$ cat config.mk
export PLATFORM = sky130hd
export DESIGN_NAME = mem_port_arbiter
export DESIGN_NICKNAME = d
export VERILOG_FILES = /design/src/rtl/mem_port_arbiter_pkg.sv /design/src/rtl/mem_port_arbiter_starve_ctr.sv /design/src/rtl/mem_port_arbiter.sv
export SDC_FILE = /design/constraint.sdc
export NUM_CORES = 1
export LEC_CHECK = 0
export CAP_MARGIN = 20
export CELL_PAD_IN_SITES_DETAIL_PLACEMENT = 1
export CELL_PAD_IN_SITES_GLOBAL_PLACEMENT = 2
export CORE_UTILIZATION = 20
export CTS_CLUSTER_SIZE = 12
export DETAILED_ROUTE_END_ITERATION = 12
export PLACE_DENSITY_LB_ADDON = 0.1
export SKIP_CTS_REPAIR_TIMING = 1
export SLEW_MARGIN = 10
export SYNTH_ARGS = -nofsm -noshare
export SYNTH_HDL_FRONTEND = slang
export SYNTH_SLANG_ARGS = --single-unit
$ cat constraint.sdc
create_clock -name clk -period 4 [get_ports clk]
set_input_delay 0.8 -clock clk [delete_from_list [all_inputs] [get_ports clk]]
set_output_delay 0.8 -clock clk [all_outputs]
set_load 0.01 [all_outputs]
$ cat src/rtl/mem_port_arbiter_pkg.sv
// Shared types for the fetch/data memory port arbiter.
// Imported by the arbiter top and its starvation counter.
package mem_port_arbiter_pkg;

   typedef enum logic [2:0] {
      IDLE   = 3'd0,
      I_REQ  = 3'd1,
      I_WAIT = 3'd2,
      D_REQ  = 3'd3,
      D_WAIT = 3'd4
   } arb_state_t;

   typedef enum logic {
      OWN_IF = 1'b0,
      OWN_DM = 1'b1
   } arb_owner_t;

   localparam int STARVE_W = 4;

endpackage

$ cat src/rtl/mem_port_arbiter_starve_ctr.sv
// Saturating count of data grants issued while a fetch is waiting.
// When the count reaches MAX, the arbiter lets the waiting fetch go first.
module arb_starve_ctr
   import mem_port_arbiter_pkg::*;
#(
   parameter int MAX = 4
) (
   input  logic clk,
   input  logic rst,
   input  logic i_inc,
   input  logic i_clr,
   output logic o_at_max
);

   localparam logic [STARVE_W-1:0] MAX_C = STARVE_W'(MAX);

   logic [STARVE_W-1:0] r_cnt;

   always_ff @(posedge clk or posedge rst) begin
      if (rst) begin
         r_cnt <= '0;
      end else if (i_clr) begin
         r_cnt <= '0;
      end else if (i_inc && (r_cnt != MAX_C)) begin
         r_cnt <= r_cnt + 1'b1;
      end
   end

   assign o_at_max = (r_cnt == MAX_C);

endmodule

$ cat src/rtl/mem_port_arbiter.sv
// Shares one single-ported memory bus between fetch and the data stage.
// One transaction is in flight at a time; data wins unless fetch is starving.
module mem_port_arbiter
   import mem_port_arbiter_pkg::*;
#(
   parameter int ADDR_W     = 32,
   parameter int DATA_W     = 32,
   parameter int STARVE_MAX = 4
) (
   input  logic                clk,
   input  logic                rst,
   input  logic                if_req,
   input  logic [ADDR_W-1:0]   if_addr,
   output logic                if_gnt,
   output logic                if_rvalid,
   output logic [DATA_W-1:0]   if_rdata,
   input  logic                dm_req,
   input  logic                dm_we,
   input  logic [DATA_W/8-1:0] dm_wstrb,
   input  logic [ADDR_W-1:0]   dm_addr,
   input  logic [DATA_W-1:0]   dm_wdata,
   output logic                dm_gnt,
   output logic                dm_rvalid,
   output logic [DATA_W-1:0]   dm_rdata,
   output logic                mem_req,
   output logic                mem_we,
   output logic [DATA_W/8-1:0] mem_wstrb,
   output logic [ADDR_W-1:0]   mem_addr,
   output logic [DATA_W-1:0]   mem_wdata,
   input  logic                mem_ready,
   input  logic                mem_rvalid,
   input  logic [DATA_W-1:0]   mem_rdata,
   output logic                stall_fetch,
   output logic                stall_mem
);

   arb_state_t            r_state;
   logic                  r_mem_req;
   logic                  r_mem_we;
   logic [DATA_W/8-1:0]   r_mem_wstrb;
   logic [ADDR_W-1:0]     r_mem_addr;
   logic [DATA_W-1:0]     r_mem_wdata;

   logic                  w_at_max;
   logic                  w_grant_dm;
   logic                  w_grant_if;
   arb_owner_t            w_owner;

   // Arbitration is decided in the same cycle the request is seen in IDLE.
   assign w_grant_dm = (r_state == IDLE) && dm_req && !(if_req && w_at_max);
   assign w_grant_if = (r_state == IDLE) && if_req && !w_grant_dm;
   assign w_owner    = w_grant_dm ? OWN_DM : OWN_IF;

   arb_starve_ctr #(
      .MAX      (STARVE_MAX)
   ) u_starve (
      .clk      (clk),
      .rst      (rst),
      .i_inc    (w_grant_dm && if_req),
      .i_clr    (w_grant_if || !if_req),
      .o_at_max (w_at_max)
   );

   always_ff @(posedge clk or posedge rst) begin
      if (rst) begin
         r_state     <= IDLE;
         r_mem_req   <= 1'b0;
         r_mem_we    <= 1'b0;
         r_mem_wstrb <= '0;
         r_mem_addr  <= '0;
         r_mem_wdata <= '0;
      end else begin
         case (r_state)
            IDLE: begin
               if (w_grant_dm || w_grant_if) begin
                  r_mem_req <= 1'b1;
                  if (w_owner == OWN_DM) begin
                     r_state     <= D_REQ;
                     r_mem_we    <= dm_we;
                     r_mem_wstrb <= dm_wstrb;
                     r_mem_addr  <= dm_addr;
                     r_mem_wdata <= dm_wdata;
                  end else begin
                     r_state     <= I_REQ;
                     r_mem_we    <= 1'b0;
                     r_mem_wstrb <= '0;
                     r_mem_addr  <= if_addr;
                     r_mem_wdata <= '0;
                  end
               end
            end
            I_REQ: begin
               if (mem_ready) begin
                  r_state   <= I_WAIT;
                  r_mem_req <= 1'b0;
               end
            end
            I_WAIT: begin
               if (mem_rvalid) r_state <= IDLE;
            end
            D_REQ: begin
               if (mem_ready) begin
                  r_state   <= D_WAIT;
                  r_mem_req <= 1'b0;
               end
            end
            D_WAIT: begin
               if (mem_rvalid) r_state <= IDLE;
            end
            default: begin
               r_state   <= IDLE;
               r_mem_req <= 1'b0;
            end
         endcase
      end
   end

   assign if_gnt      = w_grant_if;
   assign dm_gnt      = w_grant_dm;

   assign mem_req     = r_mem_req;
   assign mem_we      = r_mem_we;
   assign mem_wstrb   = r_mem_wstrb;
   assign mem_addr    = r_mem_addr;
   assign mem_wdata   = r_mem_wdata;

   // Responses are only routed in the owner's WAIT state; stray rvalids elsewhere drop.
   assign if_rvalid   = (r_state == I_WAIT) && mem_rvalid;
   assign dm_rvalid   = (r_state == D_WAIT) && mem_rvalid;
   assign if_rdata    = mem_rdata;
   assign dm_rdata    = mem_rdata;

   assign stall_fetch = if_req && !if_rvalid;
   assign stall_mem   = dm_req && !dm_rvalid;

`ifndef SYNTHESIS
   a_ready_rvalid: assert property (@(posedge clk) disable iff (rst)
      (((r_state == I_REQ) || (r_state == D_REQ)) && mem_ready) |-> !mem_rvalid);
   a_if_hold: assert property (@(posedge clk) disable iff (rst)
      ((r_state == I_REQ) || (r_state == I_WAIT)) |-> if_req);
   a_dm_hold: assert property (@(posedge clk) disable iff (rst)
      ((r_state == D_REQ) || (r_state == D_WAIT)) |-> dm_req);
`endif

endmodule
==> flow_metrics.tcl <==
set metrics [dict create \
    outcome "completed" \
    dieArea_um2 19600 \
    cts_root_buf "clkbuf_16" \
    grt_pass1_wl_um 17900 \
    combPwrFrac 0.455 \
    antenna_found_initial 2 \
    crit_end "if_gnt" \
    syn_avg_cell_area_um2 11.0 \
    crit_family "buffers and inverters" \
    regToRegSetupSlack_ns 1.90 \
    min_path_type "register to register" \
    drive_gt1_frac 0.0559 \
    viasPerCell 4.20 \
    drc 0 \
    io_pins 279 \
    dr.pass1.iters 4 \
    power_density_nw_per_um2 712 \
    die-height_um 140 \
    hold_viol 0 \
    worstPathRequired_ns 3.20 \
    fmax_mhz 304 \
    cpMostUsedCell "clkdlybuf4s50_1" \
    overflow 0 \
    core_area_um2 18600 \
    skew_ns 0.00735 \
    period_share 0.823 \
    syn_area_um2 3800 \
    r2r-end "mem_addr[18]" \
    start_util 0.204 \
    critPathMaxFanout 8 \
    cp.depth 4 \
    htreeDepth 3 \
    cts.sink_count 77 \
    critPathLaunch "dm_req" \
    ys_async_sr_fraction 1.00 \
    cp_num_buf_inv 2 \
    synth-edff-count 0 \
    max_stage_delay_ns 0.74 \
    crit_slowest_cell "clkdlybuf4s50_1" \
    leakage_nw 2.51 \
    swShare 0.342 \
    drt-wirelength-per-cell_um 16.4 \
    ys_top_cells_by_area "dfrtp_1 51%, buf_4 14%, a22o_1 8.5%" \
    synth_nets 487 \
    cp_data_arrival_time_ns 2.49 \
    ys_ff_latch 77 \
    diodes 0 \
    cts.path.max_buffers 2 \
    worstMarginPinSlew_ns 0.698 \
    tns_ns 0 \
    slew_violations 0 \
    p_clk_frac 0.220 \
    wirelength_um 11400 \
    vias 2935 \
    holdWs_ns 0.479 \
    sequentialPowerShare 0.326 \
    grt_max_degree 61 \
    drv_cap 0 \
    ir_drop_uv 271 \
    ant_nets 0 \
    yosys_warnings 0 \
    r2r_start "u_starve.r_cnt[0]" \
    fin_nets 602 \
    place.gp.congestion 0.686 \
    finalCriticalPeriod_ns 3.29 \
    cp_cell_sequence "clkdlybuf4s50_1 > a21bo_2 > and3_1 > clkdlybuf4s50_1" \
    drt_iter0_markers 77 \
    cts_tree "built" \
    power.internal_w 0.00266 \
    netSwitchingPower_w 0.00138 \
    rsz0062_at_grt "false" \
    hpwl_um 8250 \
    grtUsageTotal 0.121 \
    rows 50 \
    port_buffers 182 \
    cts_made_buffers 9 \
    worstSetupPathType "input pin to output pin" \
    syn_inst 346 \
    clkLatencyLatePin_ns 0.34 \
    synth_ff_type "dfrtp_1" \
    die-width_um 140 \
    cts.clk_slew.worst_paths_ns 0.06 \
    reg2regPathDepth 7 \
    yosys.area.top_type "dfrtp_1" \
    end_kind "output pin" \
    ys_seq_area_frac 0.507 \
    yosys.area.top_type_share 0.507 \
    syn_to_final_growth_pct 49.4 \
    maxSlewHeadroom 0.534 \
    synth_cell_types 36 \
    critPathLaunchType "input pin" \
    setup_violations 0 \
    grt_pass1_vias 3140 \
]
[per-stage QoR]
step | util | worst slack (ns) | cells | power, W | area (um^2)
2_1_floorplan | - | 1.23 | 346 | 0.00232 | 3800
3_3_place_gp | 0.288 | 0.696 | 684 | 0.00319 | 5370
3_5_place_dp | 0.288 | 0.691 | 684 | 0.00322 | 5370
6_report | 0.305 | 0.708 | 699 | 0.00405 | 5680
5_1_grt | 0.305 | 0.641 | 699 | 0.00434 | 5680
4_1_cts | 0.305 | 0.690 | 699 | 0.00415 | 5680
[state kept, by name, indices dropped and copies added (netlist names)]
signal	flops
mem_wdata	32
mem_req	1
mem_wstrb	4
r_state	3
u_starve.r_cnt	4
mem_we	1
mem_addr	32
[power groups by stage]
stage	registers [W]	clock network, W	logic [W]
6_report	0.00132	0.000889	0.00184
3_5_place_dp	0.00133	0	0.00189
2_1_floorplan	0.00144	0	0.000872
4_1_cts	0.00132	0.000930	0.00190
3_3_place_gp	0.00132	0	0.00187
5_1_grt	0.00137	0.000954	0.00202
[worst reg2reg max path: stages, from the launching register on]
cell and delay [ns]:
dfrtp_1 0.42, inv_1 0.09, ha_1 0.18, nand4b_1 0.18, nand3_4 0.14, buf_4 0.52, mux2i_1 0.35, o21ai_1 0.08
[cell usage in the layout, fill, tap and decap left out, drive strengths merged, types with 2 or more instances in the layout]
| cell type | n |
|---|---|
| inv | 4 |
| o21ai | 39 |
| nand2 | 38 |
| mux2i | 32 |
| and3 | 2 |
| nor3 | 3 |
| nor2 | 4 |
| nand3 | 3 |
| bufinv | 2 |
| clkbuf | 11 |
| clkdlybuf4s50 | 182 |
| a22o | 37 |
| ha | 2 |
| dfrtp | 77 |
| o21a | 2 |
| nand4b | 2 |
| buf | 6 |
| clkinv | 2 |
| nor2b | 3 |
[synth_stat cells (2+ instances only)]
master     n
a22o_1    37
and3_1     2
buf_2      5
buf_4     69
buf_6      5
clkbuf_1   5
dfrtp_1   77
ha_1       2
inv_1      4
mux2i_1   32
nand2_1   38
nand3_1    2
nand4b_1   2
nor2_1     4
nor2b_1    3
nor3_1     2
o21a_1     2
o21ai_0    8
o21ai_1   30
[worst min-delay path by stage]
| stage | startpoint | to | slack, ns | cells past startpoint |
|---|---|---|---|---|
| after floorplan | mem_addr[19] | mem_addr[19] | 0.51 | 2 |
| after global placement | mem_addr[20] | mem_addr[20] | 0.46 | 2 |
| after detailed placement | mem_addr[31] | mem_addr[31] | 0.47 | 2 |
| after CTS | mem_addr[31] | mem_addr[31] | 0.49 | 2 |
| after global routing | mem_addr[10] | mem_addr[10] | 0.51 | 2 |
| final | mem_addr[11] | mem_addr[11] | 0.48 | 2 |
[routing by layer]
| metal | global-route usage | part of all wire |
|---|---|---|
| met5 | 0 | 0.0019 |
| met4 | 0.0619 | 0.020 |
| met3 | 0.0557 | 0.10 |
| met2 | 0.187 | 0.47 |
| met1 | 0.141 | 0.41 |
[area by class of cell]
type	count	area, um^2
multi-input combinational	180	1250
fill	2075	13000
clock buffer	11	243
tap	234	293
sequential	77	1930
clock inverter	4	72.6
timing repair buffer	188	1880
inverter	5	20.0
[cell families (layout without fill, tap and decap cells)]
group	count (synthesis)	after routing	synth area share
AO/OA/AOI/OAI	84	84	0.154
adder cells (fa/ha/maj)	2	2	0.00658
buffers and inverters	89	208	0.167
flip-flops	77	77	0.507
multiplexers	32	32	0.0842
AND/OR/NAND/NOR	62	62	0.0813
Note: power is estimated with default switching activity, not from simulation.
